### src/rtl/xy_scan_out.sv
// rtl/xy_scan_out.sv - round-robin XY point scanner driving 8-bit X/Y/Z DAC outputs with dwell timing
// Define XY_SCAN_BLANK_EN to add large-jump detection and the blanked SETTLE state.
module xy_scan_out #(
  parameter int DWELL_CYCLES  = 4,
  parameter int SETTLE_CYCLES = 8,
  parameter int JUMP_THRESH   = 16
) (
  input  logic       clk,
  input  logic       rst_n,
  input  logic [7:0] src0_x,
  input  logic [7:0] src0_y,
  input  logic       src0_valid,
  output logic       src0_ready,
  input  logic [7:0] src1_x,
  input  logic [7:0] src1_y,
  input  logic       src1_valid,
  output logic       src1_ready,
  input  logic [7:0] src2_x,
  input  logic [7:0] src2_y,
  input  logic       src2_valid,
  output logic       src2_ready,
  output logic [7:0] dac_x,
  output logic [7:0] dac_y,
  output logic       dac_z,
  output logic       frame_done
);

  localparam int MAX_CYCLES = (DWELL_CYCLES > SETTLE_CYCLES) ? DWELL_CYCLES : SETTLE_CYCLES;
  localparam int CW = (MAX_CYCLES > 1) ? $clog2(MAX_CYCLES) : 1;
  localparam logic [CW-1:0] DWELL_LAST = CW'(DWELL_CYCLES - 1);

`ifdef XY_SCAN_BLANK_EN
  localparam logic [CW-1:0] SETTLE_LAST = CW'(SETTLE_CYCLES - 1);
  localparam logic [8:0]    THRESH      = 9'(JUMP_THRESH);
  typedef enum logic [1:0] {ARB, SETTLE, DWELL} state_t;
`else
  typedef enum logic {ARB, DWELL} state_t;
`endif

  state_t        state, state_d;
  logic [1:0]    ptr, ptr_d, ptr_inc;
  logic [CW-1:0] cnt, cnt_d;
  logic [7:0]    x_d, y_d;
  logic          wrap;
  logic          sel_valid;
  logic [7:0]    sel_x, sel_y;
  logic          jump;

  always_comb begin
    sel_valid = 1'b0;
    sel_x     = src0_x;
    sel_y     = src0_y;
    case (ptr)
      2'd0: begin sel_valid = src0_valid; sel_x = src0_x; sel_y = src0_y; end
      2'd1: begin sel_valid = src1_valid; sel_x = src1_x; sel_y = src1_y; end
      2'd2: begin sel_valid = src2_valid; sel_x = src2_x; sel_y = src2_y; end
      default: sel_valid = 1'b0;
    endcase
  end

  assign ptr_inc = (ptr == 2'd2) ? 2'd0 : ptr + 2'd1;

`ifdef XY_SCAN_BLANK_EN
  // Distance is measured against the point currently on the DAC, before it is replaced.
  logic [8:0] diff_x, diff_y, dist_x, dist_y;
  assign diff_x = {1'b0, sel_x} - {1'b0, dac_x};
  assign diff_y = {1'b0, sel_y} - {1'b0, dac_y};
  assign dist_x = diff_x[8] ? (9'd0 - diff_x) : diff_x;
  assign dist_y = diff_y[8] ? (9'd0 - diff_y) : diff_y;
  assign jump   = (dist_x > THRESH) || (dist_y > THRESH);
`else
  assign jump = 1'b0;
`endif

  // Readiness is gated by rst_n so a held valid is never acknowledged during reset.
  assign src0_ready = rst_n & (state == ARB) & (ptr == 2'd0) & src0_valid;
  assign src1_ready = rst_n & (state == ARB) & (ptr == 2'd1) & src1_valid;
  assign src2_ready = rst_n & (state == ARB) & (ptr == 2'd2) & src2_valid;

  always_comb begin
    state_d = state;
    ptr_d   = ptr;
    cnt_d   = cnt;
    x_d     = dac_x;
    y_d     = dac_y;
    wrap    = 1'b0;
    case (state)
      ARB: begin
        if (sel_valid) begin
          x_d   = sel_x;
          y_d   = sel_y;
          cnt_d = '0;
`ifdef XY_SCAN_BLANK_EN
          state_d = jump ? SETTLE : DWELL;
`else
          state_d = DWELL;
`endif
        end else begin
          ptr_d = ptr_inc;
          wrap  = (ptr == 2'd2);
        end
      end
`ifdef XY_SCAN_BLANK_EN
      SETTLE: begin
        if (cnt == SETTLE_LAST) begin
          cnt_d   = '0;
          state_d = DWELL;
        end else begin
          cnt_d = cnt + 1'b1;
        end
      end
`endif
      DWELL: begin
        if (cnt == DWELL_LAST) begin
          cnt_d   = '0;
          state_d = ARB;
          ptr_d   = ptr_inc;
          wrap    = (ptr == 2'd2);
        end else begin
          cnt_d = cnt + 1'b1;
        end
      end
      default: state_d = ARB;
    endcase
  end

  always_ff @(posedge clk or negedge rst_n) begin
    if (!rst_n) begin
      state      <= ARB;
      ptr        <= 2'd0;
      cnt        <= '0;
      dac_x      <= 8'd0;
      dac_y      <= 8'd0;
      dac_z      <= 1'b0;
      frame_done <= 1'b0;
    end else begin
      state      <= state_d;
      ptr        <= ptr_d;
      cnt        <= cnt_d;
      dac_x      <= x_d;
      dac_y      <= y_d;
      dac_z      <= (state_d == DWELL);
      frame_done <= wrap;
    end
  end

endmodule

### config.mk
export PLATFORM = sky130hd
export DESIGN_NAME = xy_scan_out
export DESIGN_NICKNAME = d
export VERILOG_FILES = /design/src/rtl/xy_scan_out.sv
export SDC_FILE = /design/constraint.sdc
export NUM_CORES = 1
export LEC_CHECK = 0
export BUFFER_PORTS_ARGS = -buffer_cell sky130_fd_sc_hd__buf_2
export CAP_MARGIN = 20
export CORE_MARGIN = 1.5
export CORE_UTILIZATION = 46
export CTS_CLUSTER_DIAMETER = 120
export DETAILED_ROUTE_END_ITERATION = 16
export PLACE_DENSITY = 0.83
export REMOVE_ABC_BUFFERS = 1
export SETUP_SLACK_MARGIN = 0.15
export SYNTH_ARGS = -nofsm -noshare
export SYNTH_HDL_FRONTEND = slang
export SYNTH_SLANG_ARGS = --single-unit
### constraint.sdc
create_clock -name clk -period 5.5 [get_ports clk]
set_clock_uncertainty 0.2 [all_clocks]
set_input_delay 0.275 -clock clk [delete_from_list [all_inputs] [get_ports clk]]
set_output_delay 0.275 -clock clk [all_outputs]
set_load 0.01 [all_outputs]
==> results of run 1 <==
[cell usage in the layout (no fill, tap or decap), drive strengths merged]
master and instances:
buf 74, dfrtp 23, nor2 20, mux2 18
a22oi 16, a21oi 16, nand2 7, ha 7
clkbuf 4, inv 3, nor2b 3, o21ai 2
a222oi 1, and3b 1, a211oi 1, nor3 1
o211ai 1, o31ai 1, dlygate4sd3 1
[logic make-up after synthesis]
family | after synthesis | share of synthesized area
AO/OA/AOI/OAI | 38 | 0.187
multiplexers | 18 | 0.156
AND/OR/NAND/NOR | 32 | 0.107
buffers and inverters | 11 | 0.0395
flip-flops | 23 | 0.443
adder cells (fa/ha/maj) | 7 | 0.0674
[how the worst max path moves through the flow]
stage | to | slack, ns | depth (start not counted)
6_report | ptr[1]$_DFFE_PN0P_ | 2.77 | 5
5_1_grt | ptr[0]$_DFFE_PN0P_ | 2.51 | 5
4_1_cts | ptr[1]$_DFFE_PN0P_ | 2.74 | 5
3_5_place_dp | ptr[1]$_DFFE_PN0P_ | 2.78 | 5
3_3_place_gp | ptr[0]$_DFFE_PN0P_ | 2.91 | 5
2_1_floorplan | dac_x[0]$_DFFE_PN0P_ | 2.87 | 5
[repair_timing]
| item | in CTS | in global routing |
|---|---|---|
| endpoints found under the setup margin | 0 | 0 |
| hold endpoints to repair | 23 | 0 |
| hold buffers | 1 | 0 |
[sequential cells by signal, indices dropped and copies added (netlist names)]
name	count
dac_x	8
dac_y	8
cnt	3
ptr	2
frame_done	1
state	1
[layout make-up]
type / count / area [µm²]
fill: 254 / 1000
timing repair buffer: 75 / 383
clock buffer: 4 / 26.3
sequential: 23 / 576
multi-input combinational: 95 / 672
inverter: 3 / 11.3
tap: 31 / 38.8
[power groups by stage]
stage	clock, mW	sequential, mW	combinational [mW]
global placement	0	0.295	0.532
finish	0.0777	0.299	0.555
CTS	0.0806	0.301	0.559
detailed placement	0	0.305	0.557
global route	0.0856	0.310	0.617
floorplan	0	0.329	0.355
[worst reg2reg max path, stage by stage (launching register included)]
cell	delay, ns
dfrtp_1	0.45
inv_1	0.13
ha_1	0.58
a222oi_1	0.33
a211oi_1	0.54
mux2_2	0.40
[layer usage]
metal | share of wire | GRT usage | wire (µm)
met5 | 0 | 0 | 0
met4 | 0.013 | 0.0612 | 40
met3 | 0.058 | 0.0442 | 183
met2 | 0.55 | 0.405 | 1740
met1 | 0.37 | 0.213 | 1180
==> results.txt, run 1 <==
Seq cells post-synth = 23
fmax = 367 MHz
crit-path cells = inv_1 -> ha_1 -> a222oi_1 -> a211oi_1 -> mux2_2
VDD IR max = 0.396 mV
LEAKAGE = 0.864 nW
Post-synth EDFFs = 0
Crit Path Max Fanout = 19
warnings from Yosys = 0
HP Start = src0_x[0]
min cycle time layout = 2.73 ns
post-synthesis sequential area ratio = 0.443
hold-critical path endpoint = dac_x[0]$_DFFE_PN0P_
Starting Density = 0.479
CTS clk-pin slew, worst paths = 0.12 ns
pre-CTS WS = 2.78 ns
clk sink count = 23
power per cell area = 545 nW/µm²
global-route wire length before repair = 5.09 mm
Finished Cell Area = 1710 µm²
hold_ws = 0.135 ns
Die H = 56.1 µm
synth top area cells = dfrtp_1 (44%), mux2_2 (16%), a22oi_1 (9.2%)
Clock Root Buffer = clkbuf_4
setup ws final = 2.77 ns
CTS Buffer Depth = 2
placer congestion estimate = 0.746
vias after detailed routing = 1254
H-tree depth = 1
wire per inst = 13.6 µm
Worst Reg-to-Reg Cells = 5
I/O Pins = 74
MaxCap Viol Count = 0
CP Buf/Inv Count = 1
Cells after Synth = 129
switching share of power = 0.424
Num CTS Buffers = 3
endpoints failing hold = 0
Top Family by Delay on Critical Path = compound AO/OA/AOI/OAI gates
crit path DAT = 2.73 ns
DRC = 0
antenna-violating nets left = 0
crit-path max cell delay = 0.58 ns
Slew Limit Fails = 0
Yosys top cell area share = 0.443
via-per-instance ratio = 5.43
Mean Syn Cell Area = 10.1 µm²
fin crit share = 0.496
Critical R2R Capture = ptr[1]$_DFFE_PN0P_
most frequent cells after synthesis = dfrtp_1 (23), nor2_1 (20), mux2_2 (18)
critical path endpoint category = flip-flop
Final Util = 0.630
Yosys top cell by area = dfrtp_1
Internal = 0.536 mW
setup violators final = 0
CTS resizes = 0
Worst Path Required = 5.50 ns
hold depth = 4
Worst Path Class, Setup = flip-flop to flip-flop
Critical Path Start = ptr[0]$_DFFE_PN0P_
number of buffers added on ports = 73
cell count after placement = 226
Syn-to-layout area delta = 31.4%
R2R Setup Slk = 2.77 ns
CTS tree = done
clk_lat worst skew = 0.31 ns
drt pass-1 iters = 4
post-CTS setup buffer count = 0
proportion of layout cells with a drive suffix above 1 = 0.480
library cells used by synthesis = 20
largest net degree at the start of global routing = 33
Final nets = 261
most used flip-flop cell after synthesis = dfrtp_1
ANT cells = 0
Pwr Total = 0.931 mW
status = completed
min-delay worst type = input pin to flip-flop
number of global-route vias before repair = 1252
WL final = 3.14 mm
core area = 2710 µm²
Die Width = 56.1 µm
setup_tns = 0 ns
HPWL Detailed = 2.33 mm
initial drt markers = 46
Layout Cells excl Fill = 231
Net Sw Power = 0.395 mW
Logic pwr share = 0.596
Core Rows = 19
total grt overflow = 0
CP max-delay cell = ha_1
Flop pwr share = 0.321
count leader, synth = dfrtp_1
overall fraction of global-route tracks in use = 0.206
Async S/R FF share, synth = 1.00
worst slew pin tran = 0.965 ns
antenna violations before repair = 0
Critical Path Source Type = flip-flop
Placed Area = 1670 µm²
RR Startpoint = ptr[0]$_DFFE_PN0P_
RSZ-0062 raised after global routing = no
Clk pwr share = 0.083
Rel. slew slack = 0.357
synthesized area = 1300 µm²
Die ar. = 3150 µm²
No activity file was read; power rests on OpenSTA's default activity.
==> run 2, diff against run 1 <==
--- a/config.mk
+++ b/config.mk
@@ -8,10 +8,10 @@
 export BUFFER_PORTS_ARGS = -buffer_cell sky130_fd_sc_hd__buf_2
 export CAP_MARGIN = 20
 export CORE_MARGIN = 1.5
-export CORE_UTILIZATION = 46
+export CORE_UTILIZATION = 39
 export CTS_CLUSTER_DIAMETER = 120
 export DETAILED_ROUTE_END_ITERATION = 16
-export PLACE_DENSITY = 0.83
+export PLACE_DENSITY = 0.75
 export REMOVE_ABC_BUFFERS = 1
 export SETUP_SLACK_MARGIN = 0.15
 export SYNTH_ARGS = -nofsm -noshare
==> constraint.sdc (replaced) <==
create_clock -name clk -period 2.3 [get_ports clk]
set_clock_uncertainty 0.2 [all_clocks]
set_input_delay 0.115 -clock clk [delete_from_list [all_inputs] [get_ports clk]]
set_output_delay 0.115 -clock clk [all_outputs]
set_load 0.01 [all_outputs]
==> results.txt, run 2 (synthesis gave the netlist of run 1 again) <==
critical path endpoint category = flip-flop
endpoints failing hold = 0 (unchanged)
Rel. slew slack = 0.770 (+0.413)
ANT cells = 0 (unchanged)
WL final = 3.29 mm (+4.7%)
Core Rows = 20 (+1)
power per cell area = 1200 nW/µm² (+120%)
worst slew pin tran = 0.345 ns (-0.620 ns)
Num CTS Buffers = 3 (unchanged)
Pwr Total = 2.35 mW (+150%)
Crit Path Max Fanout = 4 (-15)
Critical Path Source Type = flip-flop
antenna violations before repair = 0 (unchanged)
Layout Cells excl Fill = 268 (+16%)
initial drt markers = 20 (-57%)
gr busiest metal = met2
min-delay worst type = input pin to flip-flop
M3 GR Usage = 0.0213 (-0.0229)
proportion of layout cells with a drive suffix above 1 = 0.469 (-0.0112)
Regs by FF count = dac_x x8, dac_y x8, cnt x3
min cycle time layout = 2.05 ns (-0.677 ns)
global-route wire length before repair = 5.07 mm (-0.41%)
setup violators final = 0 (unchanged)
placer congestion estimate = 0.805 (+8.0%)
Die Width = 60.7 µm (+8.1%)
largest net degree at the start of global routing = 25 (-24%)
most frequent cells in the layout = buf_2 (73), dfrtp_1 (23), nor2_1 (20)
Worst Path Required = 2.31 ns (-3.19 ns)
CTS Buffer Depth = 2 (unchanged)
Die ar. = 3690 µm² (+17%)
DRC = 0 (unchanged)
Die H = 60.7 µm (+8.1%)
via-per-instance ratio = 5.03 (-7.4%)
core area = 3100 µm² (+14%)
HPWL Detailed = 2.29 mm (-2.0%)
clk sink count = 23 (unchanged)
Starting Density = 0.419 (-0.0607)
wire per inst = 12.3 µm (-9.8%)
Final nets = 285 (+9.2%)
MaxCap Viol Count = 0 (unchanged)
fin crit share = 0.892 (+0.396)
drt pass-1 iters = 4 (unchanged)
Clock Root Buffer = clkbuf_4
setup_tns = 0 ns (unchanged)
Syn-to-layout area delta = 50.3%
vias after detailed routing = 1347 (+7.4%)
cell count after placement = 245 (+8.4%)
RSZ-0062 raised after global routing = yes
number of buffers added on ports = 73 (unchanged)
Worst Path Class, Setup = flip-flop to flip-flop
fmax = 488 MHz (+33%)
clk_lat worst skew = 0.31 ns (about the same)
LEAKAGE = 0.972 nW (+13%)
global-route met1 utilization = 0.203 (-0.00992)
CTS clk-pin slew, worst paths = 0.12 ns (about the same)
status = completed
total grt overflow = 0 (unchanged)
overall fraction of global-route tracks in use = 0.185 (-0.0209)
Slew Limit Fails = 0 (unchanged)
I/O Pins = 74 (unchanged)
H-tree depth = 1 (unchanged)
number of global-route vias before repair = 1208 (-3.5%)
commonest non-fill, non-tap cell in the layout = buf_2
crit path DAT = 2.06 ns (-0.67 ns)
GR met2 Demand/Resource = 0.356 (-0.0487)
antenna-violating nets left = 0 (unchanged)
VDD IR max = 0.631 mV (+59%)
CTS tree = done
hold_ws = 0.0246 ns (-0.110 ns)
-- run 2: area by class of cell --
type,instances,area (µm²)
clock buffers,4,26.3
flip-flops and latches,23,576
multi-input cells,95,677
inverters,3,11.3
repair buffers,99,607
well taps,44,55.1
fillers,272,1150
-- run 2: final timing paths --
kind                               startpoint                    to  slack, ns  cells after the start
max                        ptr[1]$_DFFE_PN0P_    ptr[0]$_DFFE_PN0P_       0.25                      6
min                                 src1_y[5]  dac_y[5]$_DFFE_PN0P_       0.02                      4
max reg2reg                ptr[1]$_DFFE_PN0P_    ptr[0]$_DFFE_PN0P_       0.25                      6
min reg2reg                cnt[0]$_DFFE_PN0P_    cnt[0]$_DFFE_PN0P_       0.31                      1
max in group asynchronous               rst_n  dac_x[5]$_DFFE_PN0P_       1.56                      3
min in group asynchronous               rst_n  dac_x[3]$_DFFE_PN0P_       0.11                      3
-- run 2: timing repair --
action	4_1_cts	5_1_grt
setup endpoints to repair	2	16
hold endpoints to repair	39	0
buffers inserted	0	2
resized for setup	1	1
hold buffers	17	0
cloned	0	0
-- run 2: power by group --
| part | internal (mW) | leakage (nW) | switching (mW) |
|---|---|---|---|
| combinational | 0.720 | 0.677 | 0.737 |
| clock | 0.0677 | 0.0150 | 0.117 |
| sequential | 0.599 | 0.280 | 0.110 |
| total | 1.39 | 0.972 | 0.964 |
-- run 2: through the flow --
step                worst slack, ns  cell area (µm²)  utilization
global route                  0.146             1950        0.629
finish                        0.249             1950        0.629
detailed placement           0.0981             1730        0.558
CTS                           0.165             1930        0.623
global placement              0.176             1730        0.558
floorplan                    -0.328             1260            -
-- run 2: worst max-delay path: stages (launching register included) --
cell,delay (ns)
dfrtp_1,0.43
inv_1,0.14
ha_1,0.20
a222oi_1,0.09
buf_4,0.16
a211oi_2,0.36
mux2_2,0.38
-- run 2: routing by layer --
metal  share of wire  vias up
met1            0.40      627
met2            0.51       57
met4           0.016        0
met5               0        -
met3           0.073        4
li1                -      659
